===== config.mk =====
export PLATFORM = sky130hd
export DESIGN_NAME = bsearch_guesser
export DESIGN_NICKNAME = d
export VERILOG_FILES = /design/src/rtl/bsearch_guesser.sv
export SDC_FILE = /design/constraint.sdc
export NUM_CORES = 1
export LEC_CHECK = 0
export ABC_AREA = 1
export CELL_PAD_IN_SITES_DETAIL_PLACEMENT = 0
export CELL_PAD_IN_SITES_GLOBAL_PLACEMENT = 1
export CORE_MARGIN = 4
export CORE_UTILIZATION = 47
export CTS_BUF_LIST = sky130_fd_sc_hd__clkbuf_4 sky130_fd_sc_hd__clkbuf_8
export DETAILED_ROUTE_END_ITERATION = 10
export GPL_ROUTABILITY_DRIVEN = 1
export PLACE_DENSITY_LB_ADDON = 0.1
export SLEW_MARGIN = 0
export SYNTH_ARGS = -nofsm -noshare
export SYNTH_HDL_FRONTEND = slang
export SYNTH_SLANG_ARGS = --single-unit

===== constraint.sdc =====
create_clock -name clk -period 7.6 [get_ports clk]
set_clock_uncertainty 0.2 [all_clocks]
set_input_delay 1.14 -clock clk [delete_from_list [all_inputs] [get_ports clk]]
set_output_delay 1.14 -clock clk [all_outputs]
set_load 0.05 [all_outputs]

===== src/rtl/bsearch_guesser.sv =====
// Successive-approximation controller closing the loop around a magnitude comparator.
// Drives a registered guess each cycle and binary-searches on gt/lt/eq until a hit or an empty range.
module bsearch_guesser #(
    parameter int WIDTH = 4
) (
    input  logic             clk,
    input  logic             rst_n,
    input  logic             start,
    input  logic             gt,
    input  logic             lt,
    input  logic             eq,
    output logic [WIDTH-1:0] guess,
    output logic             busy,
    output logic             done,
    output logic             found,
    output logic             error,
    output logic [WIDTH-1:0] tries,
    output logic [1:0]       dbg_state
);

    typedef enum logic [1:0] {
        S_IDLE  = 2'd0,
        S_PROBE = 2'd1,
        S_DONE  = 2'd2
    } state_e;

    localparam logic [WIDTH:0]   HI_INIT    = {1'b0, {WIDTH{1'b1}}};
    localparam logic [WIDTH-1:0] GUESS_INIT = {1'b0, {(WIDTH-1){1'b1}}};
    localparam logic [WIDTH:0]   ONE_X      = {{WIDTH{1'b0}}, 1'b1};
    localparam logic [WIDTH-1:0] ONE_W      = {{(WIDTH-1){1'b0}}, 1'b1};

    // Handshake: start is honoured only in IDLE or DONE; done is a level held
    // until the next accepted start, and found/error are meaningful only with done.

    state_e           state_q, state_d;
    logic [WIDTH:0]   lo_q, lo_d, hi_q, hi_d;
    logic [WIDTH-1:0] guess_q, guess_d, tries_q, tries_d;
    logic             busy_q, busy_d, done_q, done_d;
    logic             found_q, found_d, error_q, error_d;

    logic [WIDTH:0]   guess_ext, lo_inc, hi_dec, mid_gt_sum, mid_lt_sum;
    logic             one_hot;

    always_comb begin
        guess_ext  = {1'b0, guess_q};
        lo_inc     = guess_ext + ONE_X;
        hi_dec     = guess_ext - ONE_X;
        // Sums are WIDTH+1 bits wide so lo = 2^WIDTH never wraps the midpoint.
        mid_gt_sum = lo_inc + hi_q;
        mid_lt_sum = lo_q + hi_dec;
        one_hot    = (gt & ~lt & ~eq) | (~gt & lt & ~eq) | (~gt & ~lt & eq);

        state_d = state_q;
        lo_d    = lo_q;
        hi_d    = hi_q;
        guess_d = guess_q;
        tries_d = tries_q;
        busy_d  = busy_q;
        done_d  = done_q;
        found_d = found_q;
        error_d = error_q;

        case (state_q)
            S_IDLE, S_DONE: begin
                if (start) begin
                    state_d = S_PROBE;
                    lo_d    = '0;
                    hi_d    = HI_INIT;
                    guess_d = GUESS_INIT;
                    tries_d = '0;
                    busy_d  = 1'b1;
                    done_d  = 1'b0;
                    found_d = 1'b0;
                    error_d = 1'b0;
                end
            end
            S_PROBE: begin
                tries_d = tries_q + ONE_W;
                if (!one_hot) begin
                    state_d = S_DONE;
                    busy_d  = 1'b0;
                    done_d  = 1'b1;
                    found_d = 1'b0;
                    error_d = 1'b1;
                end else if (eq) begin
                    state_d = S_DONE;
                    busy_d  = 1'b0;
                    done_d  = 1'b1;
                    found_d = 1'b1;
                end else if (gt) begin
                    lo_d = lo_inc;
                    if (lo_inc > hi_q) begin
                        state_d = S_DONE;
                        busy_d  = 1'b0;
                        done_d  = 1'b1;
                        found_d = 1'b0;
                    end else begin
                        guess_d = mid_gt_sum[WIDTH:1];
                    end
                end else begin
                    // A secret below zero cannot exist; stop rather than underflow hi.
                    if (guess_q == '0) begin
                        state_d = S_DONE;
                        busy_d  = 1'b0;
                        done_d  = 1'b1;
                        found_d = 1'b0;
                    end else begin
                        hi_d = hi_dec;
                        if (lo_q > hi_dec) begin
                            state_d = S_DONE;
                            busy_d  = 1'b0;
                            done_d  = 1'b1;
                            found_d = 1'b0;
                        end else begin
                            guess_d = mid_lt_sum[WIDTH:1];
                        end
                    end
                end
            end
            default: begin
                state_d = S_IDLE;
                busy_d  = 1'b0;
                done_d  = 1'b0;
            end
        endcase
    end

    always_ff @(posedge clk or negedge rst_n) begin
        if (!rst_n) begin
            state_q <= S_IDLE;
            lo_q    <= '0;
            hi_q    <= '0;
            guess_q <= '0;
            tries_q <= '0;
            busy_q  <= 1'b0;
            done_q  <= 1'b0;
            found_q <= 1'b0;
            error_q <= 1'b0;
        end else begin
            state_q <= state_d;
            lo_q    <= lo_d;
            hi_q    <= hi_d;
            guess_q <= guess_d;
            tries_q <= tries_d;
            busy_q  <= busy_d;
            done_q  <= done_d;
            found_q <= found_d;
            error_q <= error_d;
        end
    end

    assign guess     = guess_q;
    assign busy      = busy_q;
    assign done      = done_q;
    assign found     = found_q;
    assign error     = error_q;
    assign tries     = tries_q;
    assign dbg_state = state_q;

endmodule


==> flow_summary.toml, run 1 <==
[status]
status = "completed"

[die]
dieArea_um2 = 5040
start_util_pct = 49.8
die_x_um = 71.0
num_rows = 22
core-area_um2 = 3740
pin_count = 20
dieHeight_um = 71.0

[grt]
grt_pass1_wl_mm = 7.27
antenna_found_initial = 0
grtUsageTotal_pct = 18.3
grt-ovfl-total = 0
grt_pass1_vias = 1500
grt_start_max_net_pins = 24

[final_layout]
fillers = 367
fin_nets = 293
syn_to_final_growth_pct = 14.3
final_layout_size_suffix_gt1_share_pct = 10.7
diodes = 0

[place]
port_buffers = 19
hpwl_mm = 3.42
place.gp.congestion = 0.851

[clock_network]
clock-root-buffer = "clkbuf_8"
cts_tree = "yes"
cts.path.max_buffers = 2
clkSinkCount = 23
postCtsSetupRepairBufs = 0
cts_hold_buf = 0
cts_resized = 0
htreeDepth = 1
numCtsBuffers = 3
clkLatencyLatePin_ns = 0.27
cts.reportedPaths.clkPinSlew_ns = 0.08

[routing]
vias = 1560
ant_nets = 0
routed_via_density = 5.03
drt-initial-drc-count = 55
routed_wl_mm = 4.19
dr.pass1.iters = 4
routedWlPerCell_um = 13.5
drc_errors = 0

[synth]
synth-compound-area-share_pct = 10.7
syn_area_um2 = 1860
async_flop_share_pct = 100
synth_area_leaders = "dfrtp_1, ha_1, nand2_1, inv_1, o21ai_0"
synth_enable_flop_cells = 0
ys_warn_count = 0
syn-num-nets = 272
yosysUniqueCellTypes = 31
ys_ff_latch = 23
syn_inst = 242
syn_area_per_cell_um2 = 7.70
synthSimpleGateAreaFrac_pct = 29.5
ys_seq_area_share_pct = 30.9
synth_flop_cell = "dfrtp_1"
synth.top_cell.area_share_pct = 30.9
yosysTopAreaCell = "dfrtp_1"
synth-xor-area-share_pct = 2.35
synth_mux_area_share_pct = 0
synth_top_family_by_area = "simple AND/OR/NAND/NOR gates"
synthAdderAreaFrac_pct = 16.9

[worst_setup_path]
critical_path_class = "register to output port"
cp-end-kind = "output port"
crit_fanout = 7
crit_buf_inv = 1
crit_chain = "clkdlybuf4s50_1"
cpMaxStageDelayCell = "clkdlybuf4s50_1"
cp_slowest_stage_delay_ns = 0.87
crit_family = "buffers and inverters"
critPathArrivalTime_ns = 1.69
cp-start-kind = "register"
required_ns = 6.26

[timing]
tns_ns = 0
slew_viol_final = 0
timing.final.crit_period_ns = 3.03
setup_viol = 0
tightest_slew_ns = 1.06
min_period_over_period_pct = 39.9
rsz0062_at_grt = "false"
max_clock_freq_mhz = 330
hold_viol_final = 0
relSlewSlack_pct = 28.9

[worst_hold_path]
hold_class = "register to register"

[job]
drv_cap = 0
metrics by stage:
step | hold WS, ns | setup WS [ns] | cell area [µm²] | util, % | instances
finish | 0.276 | 4.57 | 2130 | 56.9 | 310
global route | 0.298 | 4.32 | 2130 | 56.9 | 310
CTS | 0.279 | 4.56 | 2130 | 56.9 | 310
detailed placement | 0.259 | 4.51 | 2080 | 55.7 | 306
global placement | 0.258 | 4.58 | 2080 | 55.7 | 306
floorplan | 0.258 | 4.74 | 1860 | - | 242
flip-flops by register name, summed over array words and instances, names as in the netlist:
name,cells
guess,4
hi_q,5
found,1
lo_q,5
busy,1
dbg_state,2
error,1
tries,4
layout by cell type, fill, tap and decap left out, types with 3 or more instances in the layout:
| cell type | count |
|---|---|
| inv_2 | 4 |
| ha_1 | 22 |
| nand4_1 | 3 |
| clkbuf_8 | 3 |
| nor2_1 | 14 |
| clkdlybuf4s50_1 | 19 |
| a21oi_1 | 11 |
| nor2_2 | 4 |
| nand2_4 | 3 |
| o21ai_0 | 18 |
| nand3_2 | 4 |
| nand3_1 | 13 |
| inv_1 | 33 |
| o21ai_1 | 5 |
| nand2_1 | 61 |
| dfrtp_1 | 23 |
| xor2_1 | 4 |
final cells by class:
cell class	count	area (µm²)	area share (%)
multi-input combinational	177	1110	52.0
clock inverter	1	5.00	0.235
sequential	23	576	27.0
timing repair buffer	19	190	8.93
clock buffer	3	41.3	1.94
inverter	39	150	7.05
tap	48	60.1	2.82
metal layers:
metal	GRT usage [%]	vias up	wire (µm)
met5	0	-	0
met4	5.01	0	53
met3	2.56	5	80
met2	28.8	14	1900
met1	26.2	731	2160
li1	-	810	-
Yosys cell counts, types with 2 or more instances:
cell type,number
dfrtp_1,23
nand3_2,4
nor2_1,14
a21oi_1,11
xor2_1,4
o22ai_1,2
o21ai_0,18
nor2_4,2
inv_1,33
nor2_2,4
nand4_1,3
nand2_1,61
nand2_4,3
ha_1,22
buf_6,2
o21ai_1,5
nand3_1,13
inv_2,4
fa_1,2
cell families (layout without fill, tap and decap cells):
logic type	count (synthesis)	count (layout)
AND/OR/NAND/NOR	110	110
buffers and inverters	42	62
AO/OA/AOI/OAI	38	38
adder cells (fa/ha/maj)	24	24
flip-flops	23	23
XOR/XNOR	5	5
final timing paths:
| path | startpoint | to | slack [ns] | cells after the start |
|---|---|---|---|---|
| max | guess[2] | guess[2] | 4.57 | 1 |
| min | busy | busy | 0.28 | 2 |
| max reg2reg | guess[0] | busy | 4.66 | 15 |
| min reg2reg | busy | busy | 0.28 | 2 |
| max in group asynchronous | rst_n | found | 5.32 | 1 |
| min in group asynchronous | rst_n | hi_q[2] | 1.24 | 1 |
Power of run 1 is not shown: default switching activity piles up to over one toggle a cycle in this logic, so the estimate is an artifact.
==> inputs of run 2 (changes only) <==
--- a/config.mk
+++ b/config.mk
@@ -9,7 +9,7 @@
 export CELL_PAD_IN_SITES_DETAIL_PLACEMENT = 0
 export CELL_PAD_IN_SITES_GLOBAL_PLACEMENT = 1
 export CORE_MARGIN = 4
-export CORE_UTILIZATION = 47
+export CORE_UTILIZATION = 39
 export CTS_BUF_LIST = sky130_fd_sc_hd__clkbuf_4 sky130_fd_sc_hd__clkbuf_8
 export DETAILED_ROUTE_END_ITERATION = 10
 export GPL_ROUTABILITY_DRIVEN = 1
==> constraint.sdc (replaced) <==
create_clock -name clk -period 2.5 [get_ports clk]
set_clock_uncertainty 0.2 [all_clocks]
set_input_delay 0.375 -clock clk [delete_from_list [all_inputs] [get_ports clk]]
set_output_delay 0.375 -clock clk [all_outputs]
set_load 0.05 [all_outputs]
==> run 2 against run 1 <==
Utilization shrank 3.6 points; non-clock buffer count up 14; via count up 3.1%; routed wire length up 16%; die area grew 18%; critical path depth grew 16; first-iteration DRC count increased by 64%; register-to-register slack got worse by 4.5 ns; worst hold slack lost 0.026 ns; critical endpoint is now guess[2]; sequential share of layout area fell by 2.9 points; final area grew 13%.
==> flow_summary.toml, run 2 (synthesis gave the netlist of run 1 again) <==
[routing]
drc_errors = 0
dr.pass1.iters = 4
drt-initial-drc-count = 90
vias = 1608
routedWlPerCell_um = 14.8
routed_via_density = 4.90
routed_wl_mm = 4.85
ant_nets = 0

[worst_setup_path]
cpMaxStageDelayCell = "dfrtp_2"
reg2reg_to = "guess[2]"
required_ns = 2.47
startpoint = "guess[0]"
cp-end-kind = "register"
cp_slowest_stage_delay_ns = 0.45
cp.depth = 17
critPathArrivalTime_ns = 2.34
crit_top_cell = "nand2_1"
crit_buf_inv = 4
crit_end = "guess[2]"
rrSetupSlack_ns = 0.13
crit_fanout = 7
critical_path_class = "register to register"
crit_family = "simple AND/OR/NAND/NOR gates"
crit_chain = "buf_6, inv_4, buf_4, nand2_1, nand2_1, nand2_2, ha_4, nor2_2, nand2_1, nor2_1, nor2_1, nand2_1, nand3_2, nand2_4, inv_4, nand2_1, nand2_1"
cp-start-kind = "register"
r2r.worst_path.cells = 17
worstReg2RegStart = "guess[0]"

[place]
hpwl_mm = 3.74
place.gp.congestion = 0.845
dpl_cell_area_um2 = 2180
port_buffers = 19

[grt]
grt-ovfl-total = 0
grtUsageTotal_pct = 17.2
antenna_found_initial = 0
grt_start_max_net_pins = 24
grt_pass1_vias = 1621
grt_pass1_wl_mm = 8.06

[final_layout]
final_common_cell = "nand2_1"
syn_to_final_growth_pct = 28.8
final_cell_mix = "nand2_1, inv_1, dfrtp_1, clkdlybuf4s50_1, o21ai_0"
diodes = 0
fillers = 456
fin_area_um2 = 2400
reg.largest.list = "hi_q (5), lo_q (5)"
fin_nets = 307
final_layout_size_suffix_gt1_share_pct = 24.6

[timing]
min_period_over_period_pct = 94.7
timing.final.crit_period_ns = 2.37
rsz0062_at_grt = "false"
hold_viol_final = 0
max_clock_freq_mhz = 422
hold_slack_ns = 0.250
slew_viol_final = 0
setup_viol = 0
relSlewSlack_pct = 65.7
tightest_slew_ns = 0.512

[die]
dieArea_um2 = 5950
die_x_um = 77.1
pin_count = 20
dieHeight_um = 77.1
start_util_pct = 41.4
core-area_um2 = 4500
num_rows = 24

[status]
status = "completed"

[clock_network]
cts.path.max_buffers = 2
cts.reportedPaths.clkPinSlew_ns = 0.10
clkLatencyLatePin_ns = 0.27
clock-root-buffer = "clkbuf_8"
clkSinkCount = 23
cts_tree = "yes"
cts_hold_buf = 0
numCtsBuffers = 3
htreeDepth = 1

[job]
drv_cap = 0

[worst_hold_path]
hold_class = "input pin to asynchronous set/reset pin"
[run 2: changes by cell type in the layout (fill, tap and decap cells not counted), moves of 3 or more]
cell     delta
nand3_2     +3
nor2_1      -3
nand2_2     +4
buf_4      +13
ha_1        -7
nand2_1     -6
dfrtp_2     +3
nand3_1     -3
ha_4        +6
dfrtp_1     -3
[run 2: per-layer routing]
metal | vias to the layer above | global-route usage (%) | share of wire [%]
met5 | - | 0 | 0
met4 | 0 | 4.98 | 0.60
met3 | 2 | 2.93 | 3.6
met2 | 32 | 26.8 | 46
met1 | 732 | 24.2 | 50
li1 | 842 | - | -
[run 2: how the worst min path moves through the flow]
stage	start	depth (start not counted)	slack, ns	end
4_1_cts	rst_n	2	0.26	hi_q[1]
2_1_floorplan	rst_n	0	-0.12	busy
3_3_place_gp	found	2	0.26	found
5_1_grt	rst_n	2	0.29	hi_q[0]
6_report	rst_n	2	0.25	hi_q[2]
3_5_place_dp	found	2	0.27	found
[run 2: metrics by stage]
step	TNS (ns)	utilization (%)	std cells	worst slack, ns
after floorplan	0	-	242	0.0330
after global placement	-0.0159	48.3	319	-0.00996
after detailed placement	0	48.3	319	0.00273
after CTS	0	49.6	324	0.00665
after global routing	0	53.3	328	0.00532
final	0	53.3	328	0.132
[run 2: layout make-up]
class	instances	area, µm²	area share [%]
timing repair buffer	33	299	12.5
clock inverter	1	7.51	0.313
inverter	39	153	6.36
clock buffer	3	41.3	1.72
multi-input combinational	177	1260	52.3
sequential	23	579	24.1
tap	52	65.1	2.71
[run 2: timing repair]
| action | 4_1_cts | 5_1_grt |
|---|---|---|
| endpoints found under the setup margin | 2 | 8 |
| pin swaps | 1 | 7 |
| buffers inserted | 1 | 4 |
| gates resized for setup | 0 | 27 |
Power of run 2 is left out for the same reason.
==> inputs of run 3 (changes only) <==
--- a/config.mk
+++ b/config.mk
@@ -14,6 +14,7 @@
 export DETAILED_ROUTE_END_ITERATION = 10
 export GPL_ROUTABILITY_DRIVEN = 1
 export PLACE_DENSITY_LB_ADDON = 0.1
+export REMOVE_ABC_BUFFERS = 1
 export SLEW_MARGIN = 0
 export SYNTH_ARGS = -nofsm -noshare
 export SYNTH_HDL_FRONTEND = slang
==> run 3 against run 2 <==
Utilization decreased by 0.42 points; final cell count grew 1.2%; count of clock-buffer cells in the layout unchanged; global-route usage decreased by 0.50 points; maximum frequency shrank 1.1%; final area is 0.78% lower; non-clock buffer count rose by 4; flip-flop and latch count is the same; register-to-register slack got worse by 0.03 ns; routed wire length is 1.9% lower; die area did not move; critical path depth shrank 2; largest cell class unchanged; highest routed layer unchanged.
==> flow_summary.toml, run 3 (synthesis gave the netlist of run 1 again) <==
[status]
status = "completed"

[final_layout]
reg.largest.list = "hi_q (5), lo_q (5)"
finalNonFillerCells = 332
fin_area_um2 = 2380
syn_to_final_growth_pct = 27.8
fin_nets = 311
final_cell_mix = "nand2_1, inv_1, dfrtp_1, clkdlybuf4s50_1, o21ai_0"
final_common_cell = "nand2_1"
diodes = 0
final_layout_size_suffix_gt1_share_pct = 23.2

[timing]
slew_viol_final = 0
rsz0062_at_grt = "true"
hold_slack_ns = 0.254
setup_viol = 0
min_period_over_period_pct = 95.8
max_clock_freq_mhz = 418
timing.final.crit_period_ns = 2.39
hold_viol_final = 0
tightest_slew_ns = 0.508
worst_slack_ns = 0.106
relSlewSlack_pct = 66.0

[worst_setup_path]
critPathArrivalTime_ns = 2.36
required_ns = 2.47
critical_path_class = "register to register"
crit_fanout = 7
cp-end-kind = "register"
cp-start-kind = "register"

[routing]
routed_via_density = 4.83
routedWlPerCell_um = 14.3
vias = 1605
drt-initial-drc-count = 73
wl_met3_um = 128
dr.pass1.iters = 4
highest_layer = "met4"
wl_met2_mm = 2.22
wl_met1_mm = 2.38
drc_errors = 0
ant_nets = 0
routed_wl_mm = 4.76

[place]
dpl_cell_area_um2 = 2200
port_buffers = 19
hpwl_mm = 3.70
dp_slack_ns = -0.00101
place.gp.congestion = 0.850
dp.cells = 325

[clock_network]
numCtsBuffers = 3
htreeDepth = 1
cts_tree = "yes"
clkSinkCount = 23
cts.reportedPaths.clkPinSlew_ns = 0.09
clkLatencyLatePin_ns = 0.27
cts.path.max_buffers = 2
clock-root-buffer = "clkbuf_8"

[die]
core-area_um2 = 4500
dieArea_um2 = 5950
pin_count = 20
die_x_um = 77.1
dieHeight_um = 77.1
num_rows = 24
start_util_pct = 41.4

[grt]
grt-ovfl-total = 0
antenna_found_initial = 0
grt_pass1_wl_mm = 7.89
grt_pass1_vias = 1573
grtUsageTotal_pct = 16.7
grt_start_max_net_pins = 24

[job]
drv_cap = 0

[worst_hold_path]
hold_class = "input pin to asynchronous set/reset pin"
-- run 3: changes by cell type in the layout (fill, tap and decap cells not counted), sizes merged --
| cell | change |
|---|---|
| clkinv | +1 |
| clkinvlp | -1 |
| buf | +4 |
-- run 3: worst paths after layout --
kind | slack (ns) | endpoint | cells after the start | from
setup / recovery | 0.11 | guess[3] | 15 | guess[1]
setup reg to reg | 0.11 | guess[3] | 15 | guess[1]
min in group clk | 0.27 | found | 2 | found
max in group asynchronous | 1.58 | guess[3] | 2 | rst_n
hold / removal | 0.25 | lo_q[2] | 2 | rst_n
hold reg to reg | 0.27 | found | 2 | found
-- run 3: critical path: stages, from the launching register on --
cell and delay, ns:
dfrtp_1 0.41, buf_4 0.15, ha_4 0.15, xor2_1 0.15, ha_1 0.36, nand2_1 0.09, nor2_2 0.12, nand2_1 0.06
nand3_1 0.08, nand2_2 0.10, nor2_4 0.13, nor2_4 0.05, nand2_4 0.11, inv_4 0.04, nand2_1 0.05, nand2_1 0.04
-- run 3: area by class of cell --
cell class | instances | area (µm²)
timing repair buffer | 37 | 329
clock buffer | 3 | 41.3
inverter | 39 | 150
multi-input combinational | 177 | 1220
fill | 459 | 2120
tap | 52 | 65.1
clock inverter | 1 | 5.00
sequential | 23 | 576
-- run 3: what timing repair did --
action,in CTS,in global routing
resized for setup,0,25
buffers inserted,3,0
pin swaps,0,14
hold buffers,0,0
endpoints found under the setup margin,6,8
-- run 3: metrics by stage --
| stage | utilization, % | TNS (ns) |
|---|---|---|
| detailed placement | 48.9 | -0.00178 |
| global route | 52.9 | -0.105 |
| finish | 52.9 | 0 |
| global placement | 48.9 | 0 |
| floorplan | - | -2.71 |
| CTS | 50.4 | 0 |
-- run 3: layer usage --
layer	global-route usage, %	vias up
li1	-	847
met1	24.7	736
met2	26.5	17
met3	1.87	5
met4	2.14	0
met5	0	-
Power of run 3 is left out for the same reason.
